$ cat src/rtl/isa.sv
// ISA-wide constants shared by the pipeline stages.
package isa;
    parameter int unsigned XLEN = 32;
endpackage

$ cat src/rtl/fetch_stage_if.sv
// Instruction-memory request/response bus between fetch and memory.
// At most one request outstanding; req/addr held stable until ack.
interface fetch_stage_if;
    logic                  imem_req;
    logic [isa::XLEN-1:0]  imem_addr;
    logic                  imem_ack;
    logic [31:0]           imem_rdata;

    modport master (
        output imem_req,
        output imem_addr,
        input  imem_ack,
        input  imem_rdata
    );

    modport slave (
        input  imem_req,
        input  imem_addr,
        output imem_ack,
        output imem_rdata
    );
endinterface

$ cat src/rtl/fetch_stage.sv
// Instruction fetch stage: holds the fetch PC, issues one memory request at a
// time, buffers a fetched instruction while decode is stalled, and discards a
// stale response after a redirect.
// Optional performance counters are enabled by defining FETCH_PERF_EN.
module fetch_stage
    import isa::*;
#(
    parameter logic [XLEN-1:0] RESET_PC = 32'h0000_0000
) (
    input  logic                  clk,
    input  logic                  rst,
    input  logic                  stall,
    input  logic [XLEN-1:0]       next_pc,
    input  logic                  redirect,
    input  logic [XLEN-1:0]       redirect_pc,
    output logic [XLEN-1:0]       pc,
    output logic [XLEN-1:0]       seq_pc,
    output logic [31:0]           inst,
    output logic                  miss,
    fetch_stage_if.master         imem,
    output logic [31:0]           perf_miss_cycles,
    output logic [31:0]           perf_fetched
);

    localparam logic [1:0] ST_REQ  = 2'd0;
    localparam logic [1:0] ST_HOLD = 2'd1;
    localparam logic [1:0] ST_DROP = 2'd2;

    localparam logic [XLEN-1:0] PC_STEP = XLEN'(4);

    logic [1:0]      r_state, w_state_nxt;
    logic [XLEN-1:0] r_pc, w_pc_nxt;
    logic [XLEN-1:0] r_req_addr, w_req_addr_nxt;
    logic [31:0]     r_buf, w_buf_nxt;
    logic            w_advance;
    logic            w_req;
    logic            w_miss;
    logic [XLEN-1:0] w_addr;
    logic [31:0]     w_inst;

    assign pc     = r_pc;
    assign seq_pc = r_pc + PC_STEP;

    // Bus and decode-facing outputs, decoded from the current state
    always_comb begin
        w_req  = 1'b0;
        w_addr = r_pc;
        w_miss = 1'b0;
        w_inst = imem.imem_rdata;
        case (r_state)
            ST_HOLD: begin
                w_inst = r_buf;
            end
            ST_DROP: begin
                // Keep the abandoned address on the bus until its ack arrives
                w_req  = 1'b1;
                w_addr = r_req_addr;
                w_miss = 1'b1;
            end
            default: begin
                w_req  = 1'b1;
                w_miss = !imem.imem_ack;
            end
        endcase
        if (rst) begin
            w_req  = 1'b0;
            w_miss = 1'b0;
        end
    end

    assign imem.imem_req  = w_req;
    assign imem.imem_addr = w_addr;
    assign miss           = w_miss;
    assign inst           = w_inst;

    // Next-state: PC selection, response buffering and stale-response tracking
    always_comb begin
        w_state_nxt    = r_state;
        w_pc_nxt       = r_pc;
        w_req_addr_nxt = r_req_addr;
        w_buf_nxt      = r_buf;
        w_advance      = 1'b0;
        case (r_state)
            ST_HOLD: begin
                if (redirect) begin
                    w_pc_nxt    = redirect_pc;
                    w_state_nxt = ST_REQ;
                end else if (!stall) begin
                    w_pc_nxt    = next_pc;
                    w_advance   = 1'b1;
                    w_state_nxt = ST_REQ;
                end
            end
            ST_DROP: begin
                // Latest redirect wins; pc already holds the target on ack
                if (redirect) begin
                    w_pc_nxt = redirect_pc;
                end
                if (imem.imem_ack) begin
                    w_state_nxt = ST_REQ;
                end
            end
            ST_REQ: begin
                if (redirect) begin
                    w_pc_nxt = redirect_pc;
                    if (!imem.imem_ack) begin
                        w_req_addr_nxt = r_pc;
                        w_state_nxt    = ST_DROP;
                    end
                end else if (imem.imem_ack) begin
                    if (stall) begin
                        w_buf_nxt   = imem.imem_rdata;
                        w_state_nxt = ST_HOLD;
                    end else begin
                        w_pc_nxt  = next_pc;
                        w_advance = 1'b1;
                    end
                end
            end
            default: begin
                w_state_nxt = ST_REQ;
            end
        endcase
    end

    // Fetch state registers with synchronous reset
    always_ff @(posedge clk) begin
        if (rst) begin
            r_state    <= ST_REQ;
            r_pc       <= RESET_PC;
            r_req_addr <= '0;
            r_buf      <= '0;
        end else begin
            r_state    <= w_state_nxt;
            r_pc       <= w_pc_nxt;
            r_req_addr <= w_req_addr_nxt;
            r_buf      <= w_buf_nxt;
        end
    end

`ifdef FETCH_PERF_EN
    logic [31:0] r_miss_cnt;
    logic [31:0] r_fetch_cnt;

    // Saturating miss-cycle and delivered-instruction counters
    always_ff @(posedge clk) begin
        if (rst) begin
            r_miss_cnt  <= '0;
            r_fetch_cnt <= '0;
        end else begin
            if (w_miss && (r_miss_cnt != 32'hFFFF_FFFF)) begin
                r_miss_cnt <= r_miss_cnt + 32'd1;
            end
            if (w_advance && (r_fetch_cnt != 32'hFFFF_FFFF)) begin
                r_fetch_cnt <= r_fetch_cnt + 32'd1;
            end
        end
    end

    assign perf_miss_cycles = r_miss_cnt;
    assign perf_fetched     = r_fetch_cnt;
`else
    logic w_unused_advance;
    assign w_unused_advance = w_advance;
    assign perf_miss_cycles = 32'd0;
    assign perf_fetched     = 32'd0;
`endif

endmodule

$ cat src/flat_wrapper.sv
// flat-port wrapper written by rule: the top's interface ports become plain ports
module fetch_stage_flat import isa::*;
#(
    parameter logic [XLEN-1:0] RESET_PC = 32'h0000_0000
)
  (clk, rst, stall, next_pc, redirect, redirect_pc, pc, seq_pc, inst, miss, perf_miss_cycles, perf_fetched, imem_imem_req, imem_imem_addr, imem_imem_ack, imem_imem_rdata);
  fetch_stage_if imem_i ();
  input  logic clk;
  input  logic rst;
  input  logic stall;
  input  logic [XLEN-1:0] next_pc;
  input  logic redirect;
  input  logic [XLEN-1:0] redirect_pc;
  output logic [XLEN-1:0] pc;
  output logic [XLEN-1:0] seq_pc;
  output logic [31:0] inst;
  output logic miss;
  output logic [31:0] perf_miss_cycles;
  output logic [31:0] perf_fetched;
  output wire logic [$bits(imem_i.imem_req)-1:0] imem_imem_req;
  output wire logic [$bits(imem_i.imem_addr)-1:0] imem_imem_addr;
  input wire logic [$bits(imem_i.imem_ack)-1:0] imem_imem_ack;
  input wire logic [$bits(imem_i.imem_rdata)-1:0] imem_imem_rdata;
  assign imem_imem_req = imem_i.imem_req;
  assign imem_imem_addr = imem_i.imem_addr;
  assign imem_i.imem_ack = imem_imem_ack;
  assign imem_i.imem_rdata = imem_imem_rdata;
  fetch_stage #(.RESET_PC(RESET_PC)) u_core (.clk(clk), .rst(rst), .stall(stall), .next_pc(next_pc), .redirect(redirect), .redirect_pc(redirect_pc), .pc(pc), .seq_pc(seq_pc), .inst(inst), .miss(miss), .imem(imem_i), .perf_miss_cycles(perf_miss_cycles), .perf_fetched(perf_fetched));
endmodule
$ cat config.mk
export PLATFORM = sky130hd
export DESIGN_NAME = fetch_stage_flat
export DESIGN_NICKNAME = d
export VERILOG_FILES = /design/src/rtl/isa.sv /design/src/rtl/fetch_stage_if.sv /design/src/rtl/fetch_stage.sv /design/src/flat_wrapper.sv
export SDC_FILE = /design/constraint.sdc
export NUM_CORES = 1
export LEC_CHECK = 0
export ABC_AREA = 0
export BUFFER_PORTS_ARGS = -buffer_cell sky130_fd_sc_hd__buf_2
export CAP_MARGIN = 15
export CORE_ASPECT_RATIO = 0.5
export CORE_MARGIN = 8
export CORE_UTILIZATION = 50
export DETAILED_ROUTE_END_ITERATION = 16
export PLACE_DENSITY = 0.89
export SLEW_MARGIN = 20
export SYNTH_ARGS = -nofsm -noshare
export SYNTH_HDL_FRONTEND = slang
export SYNTH_SLANG_ARGS = --single-unit
export TNS_END_PERCENT = 20
$ cat constraint.sdc
create_clock -name clk -period 2.6 [get_ports clk]
set_input_delay 0.13 -clock clk [delete_from_list [all_inputs] [get_ports clk]]
set_output_delay 0.13 -clock clk [all_outputs]
set_load 0.005 [all_outputs]
* Word level (Yosys, flattened, before mapping)
Cells that the tools add are included.
** Cells by class
- Add/subtract/negate cells :: 1
- Multipliers :: 0
- Div/mod/pow operators :: 0
- Magnitude comparators :: 0
- Eq/ne operators :: 8
- Shifts and indexed selects :: 0
- Mux-type cells :: 20
- Bitwise logic cells :: 2
- Reductions and logical operators :: 7
** Operators by type and width (count)
- 32-bit two-way mux :: 7
- 32-bit case mux with 3 select lines :: 1
- 32-bit by 3-bit adder with 32-bit output, second input constant :: 1
- 2-bit two-way mux :: 7
- 3-bit != test, second input constant :: 4
- 2-bit case mux with 3 select lines :: 1
- 3-bit AND reduction :: 2
- 5-bit AND reduction :: 1
- 2-bit != test, second input constant :: 2
- 4-bit AND reduction :: 1
- 1-bit two-way mux :: 3
- 3-bit nonzero test :: 1
- 2-bit by 1-bit == test with 1-bit output, second input constant :: 1
- 2-bit == test, second input constant :: 1
- 2-bit logical NOT :: 1
- 1-bit inverter :: 2
- 1-bit case mux with 2 select lines :: 1
- 1-bit logical NOT :: 1
** Word-level totals
- Register bits after elaboration :: 98
- Latch bits :: 0
- RAM bits :: 0
- ROM bits :: 0
- Input port bits :: 101
- Memories kept :: 0

* Longest topological paths before layout
Gate-level depths: netlist (run 1).
- Depth after elaboration :: 4
- Depth in mapped cells :: 9
- Gate-level depth less buffers :: 6

* Worst setup path before layout (run 1)
No wires, ideal clock.
- Path type :: register to output
- Start point :: register u_core.r_pc[2] (netlist: u_core.pc[2])
- End point :: output port seq_pc[24]
- Arrival :: 1.583 ns
- Required time :: 2.470 ns
- Slack :: 0.887 ns
- Cell stages (with the launch flop) :: 6
- Cells stage by stage :: dfxtp_1 > ha_1 > nand4_2 > nor4_4 > nand4_1 > xnor2_1
** Between the ends
- Cells in the longest elaborated chain, start to end :: 1
** Ends and longest elaborated chain
- start: declaration :: line fetch_stage.sv:32 : logic [XLEN-1:0] r_pc, w_pc_nxt;
- start signal: assignment :: line fetch_stage.sv:135 : r_pc <= w_pc_nxt;
- 32-bit by 3-bit adder with 32-bit output :: line fetch_stage.sv:42 : assign seq_pc = r_pc + PC_STEP;
- end: declaration :: line flat_wrapper.sv:15 : output logic [XLEN-1:0] seq_pc;
Every way passes these cells.

* Worst setup path after layout (run 1)
- Start point :: register u_core.r_pc[4] (netlist: u_core.pc[4])
- End point :: output port seq_pc[31]
The elaborated chain is that of the path after synthesis.

==> impl_summary.txt, run 1 <==
----------------------------------------------------
[Detailed routing]
  Post-route DRC ... 0
  Post-DRT Antenna Nets ... 0
  DR vias/cell ... 5.441
  DR WL/cell ... 16.83 um
  Final WL ... 17.98 mm
  Pre-Repair DR Iteration Count ... 5
  Vias after detailed routing ... 5811
  Drt initial violations ... 377

[Timing]
  Final hold violation count ... 0
  Final worst-path cycle share ... 88.74%
  Slack of the critical path ... 0.2929 ns
  Time the worst path needs with I/O delays and setup ... 2.307 ns
  Rel. slew slack ... 45.51%
  Final clock skew ... 0.009866 ns
  Final-layout setup total negative slack ... 0 ns
  Setup repair after global routing missed its margin ... false
  Final setup violation count ... 0
  Fmax ... 0.4334 GHz
  Actual transition at the worst max-transition pin ... 0.8174 ns
  Max-slew violation total from the final report ... 0

[Power]
  Worst IR drop on VDD ... 0.0003826 V
  Leakage power summed over all cells ... 3.090 nW
  Power consumption ... 3.996 mW
  Power per unit of standard cell area ... 576.2 nW/um2

[Placement]
  Place WS ... 0.4457 ns
  Hpwl dp ... 13.31 mm
  Gp weighted congestion ... 0.8771
  PortBufs ... 230
  Number of placed cells counting well taps ... 1050

[Layout]
  Final cell count without fillers ... 1068
  Layout Nets ... 1022
  Layout Area Growth over Synthesis ... 21.00%
  Share of cells above drive strength 1 ... 35.72%
  Filler cell count ... 940
  Final core utilization ... 62.59%

[Logic synthesis]
  Proportion of synthesized flip-flops having asynchronous set or reset ... 0%
  Number of flip-flops and latches in the synthesized netlist ... 98
  Top cells by instance count after synthesis ... sky130_fd_sc_hd__nand2_1 (173), sky130_fd_sc_hd__dfxtp_1 (98), sky130_fd_sc_hd__a21oi_1 (97)
  Leading cell types by total area after synthesis ... sky130_fd_sc_hd__dfxtp_1 (34%), sky130_fd_sc_hd__mux2_2 (12%), sky130_fd_sc_hd__nand2_1 (11%)
  Total standard cell area after synthesis ... 5732 um2
  Synth warn ... 0
  Dominant cell type by area after synthesis ... sky130_fd_sc_hd__dfxtp_1
  Leading register cell type out of synthesis ... sky130_fd_sc_hd__dfxtp_1
  Syn avg cell area ... 7.873 um2
  Area share of the leading cell type in the synthesized netlist ... 34.23%
  Top-count cell post-synth ... sky130_fd_sc_hd__nand2_1
  Post-synth cell types ... 37
  Sequential fraction of the synthesis area ... 34.23%
  Post-synthesis cell count ... 728
  Number of enable flip-flop cells after synthesis ... 0

[Clocking]
  Cell at the root of the clock tree ... sky130_fd_sc_hd__clkbuf_16
  Number of gates given a new drive strength after cts ... 0
  Clock latency at the later pin of the worst-skew pair ... 0.33 ns
  H-tree depth reported by CTS ... 3
  CTS tree ... done
  Bufs on Longest Clock Path ... 2
  Clock edge transition at the registers on the reported setup and hold paths ... 0.07 ns
  TritonCTS buffer count ... 9
  Buffers inserted during post-CTS setup optimization ... 0
  Clock net sink count ... 98
  Number of buffers added to fix hold violations after cts ... 0

[Worst setup path]
  Endpoint arrival time on the critical path ... 2.18 ns
  Critical Setup Path Class ... reg2out
  Start point of the critical path ... u_core.pc[4]
  R2r startpoint ... u_core.r_state[1]
  Max Fanout on Critical Path ... 9
  Required time at the worst-slack endpoint ... 2.47 ns
  Critical path startpoint category ... flip-flop
  Critical path endpoint category ... primary output

[Status]
  Run status ... complete, no violations

[Floorplanning]
  Placeable core area ... 11080 um2
  Placement Rows ... 27
  Horizontal die dimension ... 167.4 um
  Area of the die ... 15350 um2
  Number of ports placed on the die boundary ... 295
  Starting density of the core ... 51.73%
  Die Height ... 91.71 um

[Global route]
  Initial antenna violation count ... 2
  Total congestion overflow ... 0
  First-pass GRT wire length ... 27.62 mm
  Number of global-route vias before repair ... 5731
  GR Util All Layers ... 21.26%
  Pin count of the biggest net entering global routing ... 78

[Worst hold path]
  Hold Path Origin ... imem_imem_rdata[3]
  Type of the tightest min-delay check ... in2reg

[Flow run]
  Count of max-cap constraint violations ... 0

----------------------------------------------------
## cells in the final DEF (no fill, tap or decap), types with 15 or more instances in the layout
master	instances
sky130_fd_sc_hd__nand2_1	173
sky130_fd_sc_hd__xnor2_1	23
sky130_fd_sc_hd__dfxtp_1	98
sky130_fd_sc_hd__buf_4	15
sky130_fd_sc_hd__mux2_2	61
sky130_fd_sc_hd__nand3_1	17
sky130_fd_sc_hd__a21oi_1	97
sky130_fd_sc_hd__buf_2	229
sky130_fd_sc_hd__o21ai_0	35
sky130_fd_sc_hd__conb_1	64
sky130_fd_sc_hd__a311oi_1	31
## logic make-up (layout without fill, tap and decap cells)
logic type	Yosys count	in the layout	synth area share, %
other	1	66	0.06543
DFF	98	98	34.23
buffers and inverters	137	267	13.99
AOI/OAI and AO/OA	170	170	17.33
muxes	62	62	12.16
and+or+nand+nor	228	228	17.07
adders and majority gates	4	4	0.8732
xor gates and xnor gates	28	28	4.278
## metal layers
| layer | vias up | track usage [%] | part of all wire, % | wire length (um) |
|---|---|---|---|---|
| li1 | 2739 | - | - | - |
| met1 | 2714 | 22.14 | 37 | 6706 |
| met2 | 305 | 39.91 | 51 | 9255 |
| met3 | 53 | 5.472 | 7.7 | 1387 |
| met4 | 0 | 10.26 | 3.5 | 628 |
| met5 | - | 0 | 0 | 0 |
## worst paths after layout
path / slack, ns / endpoint / cells after the start
worst max-delay path: 0.29 / seq_pc[31] / 5
worst min-delay path: 0.04 / u_core.r_buf[3] / 3
worst max register to register: 0.59 / u_core.pc[11] / 6
worst min register to register: 0.45 / u_core.r_req_addr[6] / 2
## sequential cells by signal (all words and copies together), names as in the netlist
name / cells
u_core.r_state: 2
u_core.pc: 32
u_core.r_req_addr: 32
u_core.r_buf: 32
## worst max-delay path: stages (launching register included)
cell                       delay [ns]
sky130_fd_sc_hd__dfxtp_1         0.51
sky130_fd_sc_hd__and4_1          0.37
sky130_fd_sc_hd__and4bb_1        0.46
sky130_fd_sc_hd__nand4_1         0.21
sky130_fd_sc_hd__xnor2_1         0.17
sky130_fd_sc_hd__buf_2           0.13
## report_power, final
group	switching, mW	total (mW)	internal [mW]	leakage (nW)
combinational	0.506	0.957	0.451	2.15
clock	0.552	1.29	0.739	0.138
sequential	0.146	1.75	1.60	0.802
## through the flow
stage	area (um2)	hold WS, ns
final	6935	0.03997
after global routing	6935	0.03602
after CTS	6923	0.03181
after detailed placement	6638	0.3881
after global placement	6636	0.3793
after floorplan	5968	0.2660
## layout make-up
cell class                      count  area, um2  share of cell area, %
Multi-Input combinational cell    556       3213                  46.33
Sequential cell                    98       1962                  28.29
Timing Repair Buffer              244       1259                  18.15
Clock buffer                       10      229.0                  3.301
Tap cell                          145      181.4                  2.616
Clock inverter                      5      56.30                 0.8118
Inverter                            8      30.03                 0.4330
Antenna cell                        2      5.005                0.07216
No activity file was read; power rests on OpenSTA's default activity.
==> run 2: changes to the inputs <==
ABC_AREA = 1   (was 0)
CORE_UTILIZATION = 51   (was 50)
PLACE_DENSITY = 0.9   (was 0.89)
SKIP_CTS_REPAIR_TIMING = 1   (was unset)
==> run 2 against run 1 <==
Register-to-register slack lost 0.04 ns; worst hold slack worse by 0.0055 ns; fmax up 4.3%; sequential cell count is the same; sequential power grew 8%; clock power hardly changed; combinational power is 81% higher; cell area increased by 4.3%.
==> impl_summary.txt, run 2 <==
----------------------------------------------------
[Status]
  Run status ... complete, no violations

[Detailed routing]
  DR vias/cell ... 4.947 (-9.1%)
  Post-DRT Antenna Nets ... 0 (unchanged)
  DR WL/cell ... 13.82 um (-18%)
  Drt initial violations ... 520 (+38%)
  Vias after detailed routing ... 6644 (+14%)
  Post-route DRC ... 0 (unchanged)
  Final WL ... 18.55 mm (+3.2%)
  Pre-Repair DR Iteration Count ... 5 (unchanged)

[Timing]
  Final-layout setup total negative slack ... 0 ns (unchanged)
  Actual transition at the worst max-transition pin ... 0.7549 ns (-0.06252 ns)
  Time the worst path needs with I/O delays and setup ... 2.212 ns (-0.09478 ns)
  Setup repair after global routing missed its margin ... false
  Max-slew violation total from the final report ... 0 (unchanged)
  Fmax ... 0.4520 GHz (+4.3%)
  Final hold violation count ... 0 (unchanged)
  Final setup violation count ... 0 (unchanged)
  Final worst-path cycle share ... 85.09% (-3.6 points)
  Final clock skew ... 0.005832 ns (-0.004034 ns)
  Post-Route Hold Slack ... 0.03446 ns (-0.005509 ns)
  Rel. slew slack ... 49.56% (+4.0 points)

[Placement]
  PortBufs ... 230 (unchanged)
  Number of placed cells counting well taps ... 1327 (+26%)
  Gp weighted congestion ... 0.8954 (+2.1%)
  Instance area after placement ... 6948 um2 (+4.7%)
  Hpwl dp ... 14.23 mm (+6.9%)

[Worst hold path]
  Type of the tightest min-delay check ... in2reg
  Hold Path Origin ... imem_imem_rdata[29]
  Hold endpoint ... u_core.r_buf[29]
  Hold Path Cell Cnt ... 3 (unchanged)

[Worst setup path]
  Start point of the critical path ... u_core.pc[3]
  Capturing point of the worst reg2reg path ... u_core.pc[8]
  Critical Setup Path Class ... reg2out
  Slowest stage delay, CP ... 0.42 ns (-0.09 ns)
  Most used cell, CP ... sky130_fd_sc_hd__nand2_1
  R2r startpoint ... u_core.r_state[0]
  Critical Path Slowest Stage Cell ... sky130_fd_sc_hd__dfxtp_1
  Critical path startpoint category ... flip-flop
  Max Fanout on Critical Path ... 5 (-4)
  Required time at the worst-slack endpoint ... 2.47 ns (about the same)
  Worst-case reg-to-reg path depth ... 11 (+5)
  Reg2reg setup slack ... 0.55 ns (-0.04 ns)
  Cell Chain, Critical Path ... ha_1 -> nand3_1 -> inv_1 -> nand2_1 -> nor2_1 -> nand2_1 -> nand2_1 -> nand2_1 -> buf_2
  Endpoint arrival time on the critical path ... 2.08 ns (-0.10 ns)
  Critical path endpoint category ... primary output

[Logic synthesis]
  Post-synthesis cell count ... 977 (+34%)
  Number of enable flip-flop cells after synthesis ... 0 (unchanged)
  Top cells by instance count after synthesis ... sky130_fd_sc_hd__nand2_1 (291), sky130_fd_sc_hd__o21ai_0 (134), sky130_fd_sc_hd__nor2_1 (114)
  Dominant cell type by area after synthesis ... sky130_fd_sc_hd__dfxtp_1
  Proportion of synthesized flip-flops having asynchronous set or reset ... 0% (unchanged)
  Post-synth cell types ... 21 (-43%)
  Total standard cell area after synthesis ... 5996 um2 (+4.6%)
  Leading cell types by total area after synthesis ... sky130_fd_sc_hd__dfxtp_1 (33%), sky130_fd_sc_hd__nand2_1 (18%), sky130_fd_sc_hd__o21ai_0 (11%)
  Number of flip-flops and latches in the synthesized netlist ... 98 (unchanged)
  Leading register cell type out of synthesis ... sky130_fd_sc_hd__dfxtp_1
  Syn avg cell area ... 6.137 um2 (-22%)
  Sequential fraction of the synthesis area ... 32.72% (-1.5 points)
  Top-count cell post-synth ... sky130_fd_sc_hd__nand2_1
  Synth warn ... 0 (unchanged)
  Area share of the leading cell type in the synthesized netlist ... 32.72% (-1.5 points)

[Power]
  Power per unit of standard cell area ... 680.4 nW/um2 (+18%)
  Worst IR drop on VDD ... 0.0003919 V (+2.4%)
  Leakage power summed over all cells ... 3.796 nW (+23%)

[Clocking]
  Bufs on Longest Clock Path ... 2 (unchanged)
  Clock net sink count ... 98 (unchanged)
  Cell at the root of the clock tree ... sky130_fd_sc_hd__clkbuf_16
  TritonCTS buffer count ... 9 (unchanged)
  H-tree depth reported by CTS ... 3 (unchanged)
  Clock latency at the later pin of the worst-skew pair ... 0.34 ns (about the same)
  CTS tree ... done
  Clock edge transition at the registers on the reported setup and hold paths ... 0.07 ns (about the same)

[Layout]
  Most used cells in the layout excluding fill and tap cells ... sky130_fd_sc_hd__nand2_1 (291), sky130_fd_sc_hd__buf_2 (230), sky130_fd_sc_hd__o21ai_0 (134)
  Share of cells above drive strength 1 ... 22.84% (-13 points)
  Layout Area Growth over Synthesis ... 20.66%
  Post-Layout Inst Area ... 7234 um2 (+4.3%)
  Final cell count without fillers ... 1343 (+26%)
  Total inserted antenna cells ... 0 (-2)
  Layout Nets ... 1278 (+25%)
  Most frequent standard cell in the layout excluding fill and tap cells ... sky130_fd_sc_hd__nand2_1

[Floorplanning]
  Placement Rows ... 28 (+3.7%)
  Horizontal die dimension ... 169.3 um (+1.1%)
  Area of the die ... 15690 um2 (+2.2%)
  Number of ports placed on the die boundary ... 295 (unchanged)
  Placeable core area ... 11630 um2 (+5.0%)
  Starting density of the core ... 51.55% (-0.18 points)
  Die Height ... 92.67 um (+1.0%)

[Global route]
  Initial antenna violation count ... 0 (-2)
  Pin count of the biggest net entering global routing ... 65 (-17%)
  GR Util All Layers ... 22.70% (+1.4 points)
  Number of global-route vias before repair ... 6415 (+12%)
  Total congestion overflow ... 0 (unchanged)
  First-pass GRT wire length ... 29.89 mm (+8.2%)

[Flow run]
  Count of max-cap constraint violations ... 0 (unchanged)

----------------------------------------------------
## run 2: changes by cell type after synthesis, sizes merged, moves of 32 or more
cell	change
nor2	+106
o21ai	+127
a21oi	-32
a311oi	-32
inv	+75
nand2	+118
mux2	-61
## run 2: cells by family (layout without fill, tap and decap cells)
logic type / count (synthesis) / after routing / share of synthesized area, %
AO/OA/AOI/OAI: 227 / 227 / 18.95
other: 1 / 64 / 0.06254
buffers and inverters: 203 / 341 / 17.55
adder cells (fa/ha/maj): 4 / 4 / 0.8348
AND/OR/NAND/NOR: 429 / 429 / 27.69
XOR/XNOR: 15 / 15 / 2.191
flip-flops: 98 / 98 / 32.72
## run 2: report_power, final
part,total (mW),leakage (nW),switching (mW),internal (mW)
clock,1.30,0.140,0.612,0.686
sequential,1.89,0.806,0.188,1.71
combinational,1.73,2.85,1.08,0.654
total,4.92,3.80,1.88,3.05
## run 2: cell type report
class	instances	area, um2
inverters	84	315.3
well taps	165	206.4
fillers	1091	4397
clock inverters	6	47.55
repair buffers	241	1234
multi-input cells	739	3231
clock buffers	10	239.0
flip-flops and latches	98	1962
## run 2: through the flow
stage | util (%) | power (mW) | setup WS [ns]
CTS | 62.20 | 4.946 | 0.3700
finish | 62.20 | 4.923 | 0.3877
floorplan | - | 2.970 | 1.130
global placement | 59.69 | 3.594 | 0.5637
global route | 62.20 | 5.258 | 0.2130
detailed placement | 59.74 | 3.644 | 0.5976
## run 2: worst max-delay path, delay by kind of cell, from the launching register on
family / cells / cell delay [ns]
simple gates: 6 / 0.85
fa+ha+maj: 1 / 0.24
buf+inv: 2 / 0.22
flops: 1 / 0.42
## run 2: metal layers
layer	track usage [%]	part of all wire (%)	wire length, um
met1	24.99	40	7398
met2	41.07	50	9284
met3	5.645	7.3	1352
met4	10.53	2.8	518
met5	0	0	0
## run 2: worst max-delay path by stage
| stage | endpoint | slack, ns | cells after the start |
|---|---|---|---|
| global placement | u_core.pc[20] | 0.56 | 7 |
| detailed placement | u_core.pc[8] | 0.60 | 11 |
| global route | seq_pc[28] | 0.21 | 9 |
| CTS | seq_pc[28] | 0.37 | 9 |
| floorplan | u_core.pc[0] | 1.13 | 10 |
| finish | seq_pc[28] | 0.39 | 9 |
==> run 3: changes to the inputs <==
BUFFER_PORTS_ARGS = unset   (was -buffer_cell sky130_fd_sc_hd__buf_2)
CORE_UTILIZATION = 55   (was 51)
DONT_BUFFER_PORTS = 1   (was unset)
PLACE_DENSITY = 0.72   (was 0.9)
==> run 3 against run 2 <==
Fmax rose by 2.0%; sequential cell count unchanged; routed wire length down 3.7%; critical path depth down 2; critical path type unchanged.
==> impl_summary.txt, run 3 (synthesis results as in run 2) <==
----------------------------------------------------
[Status]
  Run status ... complete, no violations

[Timing]
  Final-layout setup total negative slack ... 0 ns (unchanged)
  Fmax ... 0.4611 GHz (+2.0%)
  Final setup violation count ... 0 (unchanged)
  Slack of the critical path ... 0.4313 ns (+0.04368 ns)
  Actual transition at the worst max-transition pin ... 0.6441 ns (-0.1108 ns)
  Setup repair after global routing missed its margin ... false
  Rel. slew slack ... 57.00% (+7.4 points)
  Final worst-path cycle share ... 83.41% (-1.7 points)
  Final clock skew ... 0.006294 ns (+0.0004623 ns)
  Post-Route Hold Slack ... 0.02794 ns (-0.006522 ns)
  Max-slew violation total from the final report ... 0 (unchanged)
  Time the worst path needs with I/O delays and setup ... 2.169 ns (-0.04368 ns)
  Final hold violation count ... 0 (unchanged)

[Worst setup path]
  Critical path startpoint category ... flip-flop
  Buffers and inverters on the worst path ... 1 (-1)
  Family with the most delay on the worst path ... simple AND/OR/NAND/NOR gates
  Max Fanout on Critical Path ... 5 (unchanged)
  Slowest stage delay, CP ... 0.42 ns (about the same)
  Critical Path Slowest Stage Cell ... sky130_fd_sc_hd__dfxtp_1
  Required time at the worst-slack endpoint ... 2.47 ns (about the same)
  Reg2reg setup slack ... 0.58 ns (+0.03 ns)
  Critical path endpoint category ... primary output
  Critical Setup Path Class ... reg2out
  Endpoint arrival time on the critical path ... 2.04 ns (-0.04 ns)
  Cell Chain, Critical Path ... ha_1 -> nand3_1 -> inv_1 -> nand2_1 -> nor2_1 -> nand3_1 -> nand2_1

[Layout]
  Filler cell count ... 1053 (-3.5%)
  Layout Area Growth over Synthesis ... 6.407%
  Most used cells in the layout excluding fill and tap cells ... sky130_fd_sc_hd__nand2_1 (291), sky130_fd_sc_hd__o21ai_0 (134), sky130_fd_sc_hd__nor2_1 (113)
  Total inserted antenna cells ... 0 (unchanged)
  Layout Nets ... 1081 (-15%)
  Share of cells above drive strength 1 ... 3.878% (-19 points)
  Most frequent standard cell in the layout excluding fill and tap cells ... sky130_fd_sc_hd__nand2_1
  Final cell count without fillers ... 1125 (-16%)

[Power]
  Power per unit of standard cell area ... 711.7 nW/um2 (+4.6%)
  Leakage power summed over all cells ... 2.932 nW (-23%)
  Worst IR drop on VDD ... 0.0003555 V (-9.3%)

[Global route]
  Pin count of the biggest net entering global routing ... 65 (unchanged)
  Number of global-route vias before repair ... 5235 (-18%)
  Initial antenna violation count ... 0 (unchanged)
  Total congestion overflow ... 0 (unchanged)
  First-pass GRT wire length ... 26.99 mm (-9.7%)
  GR Util All Layers ... 22.09% (-0.61 points)

[Placement]
  Gp weighted congestion ... 0.8958 (about the same)
  Number of placed cells counting well taps ... 1078 (-19%)
  PortBufs ... 0 (-100%)
  Place WS ... 0.6100 ns (+0.01239 ns)
  Hpwl dp ... 12.80 mm (-10%)

[Detailed routing]
  Final WL ... 17.87 mm (-3.7%)
  Drt initial violations ... 468 (-10%)
  Wire length the detailed router placed on met1 ... 7.465 mm (+0.91%)
  Met3 routed wirelength ... 1.637 mm (+21%)
  Pre-Repair DR Iteration Count ... 7 (+2)
  Met2 wire length ... 8.578 mm (-7.6%)
  Post-DRT Antenna Nets ... 0 (unchanged)
  Highest signal layer in the routed design ... met4
  Post-route DRC ... 0 (unchanged)
  Vias after detailed routing ... 5787 (-13%)
  DR WL/cell ... 15.88 um (+15%)
  DR vias/cell ... 5.144 (+4.0%)

[Clocking]
  Clock latency at the later pin of the worst-skew pair ... 0.34 ns (about the same)
  Bufs on Longest Clock Path ... 2 (unchanged)
  H-tree depth reported by CTS ... 3 (unchanged)
  Clock edge transition at the registers on the reported setup and hold paths ... 0.07 ns (about the same)
  Clock net sink count ... 98 (unchanged)
  CTS tree ... done
  TritonCTS buffer count ... 9 (unchanged)
  Cell at the root of the clock tree ... sky130_fd_sc_hd__clkbuf_16

[Floorplanning]
  Number of ports placed on the die boundary ... 295 (unchanged)
  Die Height ... 89.83 um (-3.1%)
  Area of the die ... 14700 um2 (-6.3%)
  Placeable core area ... 10810 um2 (-7.1%)
  Horizontal die dimension ... 163.7 um (-3.4%)
  Starting density of the core ... 55.46% (+3.9 points)
  Placement Rows ... 27 (-3.6%)

[Flow run]
  Count of max-cap constraint violations ... 0 (unchanged)

[Worst hold path]
  Type of the tightest min-delay check ... in2reg

----------------------------------------------------
[run 3: layer usage]
metal,vias up,global-route usage [%]
li1,2935,-
met1,2619,26.62
met2,218,37.21
met3,15,7.780
met4,0,4.812
met5,-,0
[run 3: final timing paths]
path	cells past startpoint	end	start
setup / recovery	7	seq_pc[28]	u_core.pc[3]
hold / removal	4	u_core.pc[15]	next_pc[15]
setup reg to reg	7	u_core.r_req_addr[16]	u_core.r_state[1]
hold reg to reg	2	u_core.r_buf[9]	u_core.r_buf[9]
[run 3: per-stage QoR]
| stage | instance area [um2] | utilization (%) | total power [mW] |
|---|---|---|---|
| after floorplan | 6232 | - | 2.970 |
| after global placement | 5774 | 53.41 | 3.201 |
| after detailed placement | 5774 | 53.41 | 3.227 |
| after CTS | 6060 | 56.05 | 4.534 |
| after global routing | 6380 | 59.02 | 4.857 |
| final | 6380 | 59.02 | 4.541 |
[run 3: worst reg2reg max path, delay by kind of cell (launching register included)]
kind                       cells  cell delay (ns)
DFF                            1             0.33
adders and majority gates      1             0.25
and+or+nand+nor                2             0.59
AOI/OAI and AO/OA              2             0.30
buffers and inverters          2             0.48
[run 3: power by group]
group / total, mW / internal [mW] / switching (mW)
registers: 1.93 / 1.71 / 0.225
clock network: 1.30 / 0.740 / 0.565
logic: 1.30 / 0.382 / 0.922
[run 3: cell type report]
cell class              count  area [um2]  area share [%]
clock buffers              10       229.0           3.589
clock inverters             5       56.30          0.8825
inverters                  84       315.3           4.942
multi-input cells         739        3226           50.56
flip-flops and latches     98        1962           30.75
well taps                 145       181.4           2.844
repair buffers             44       410.4           6.433
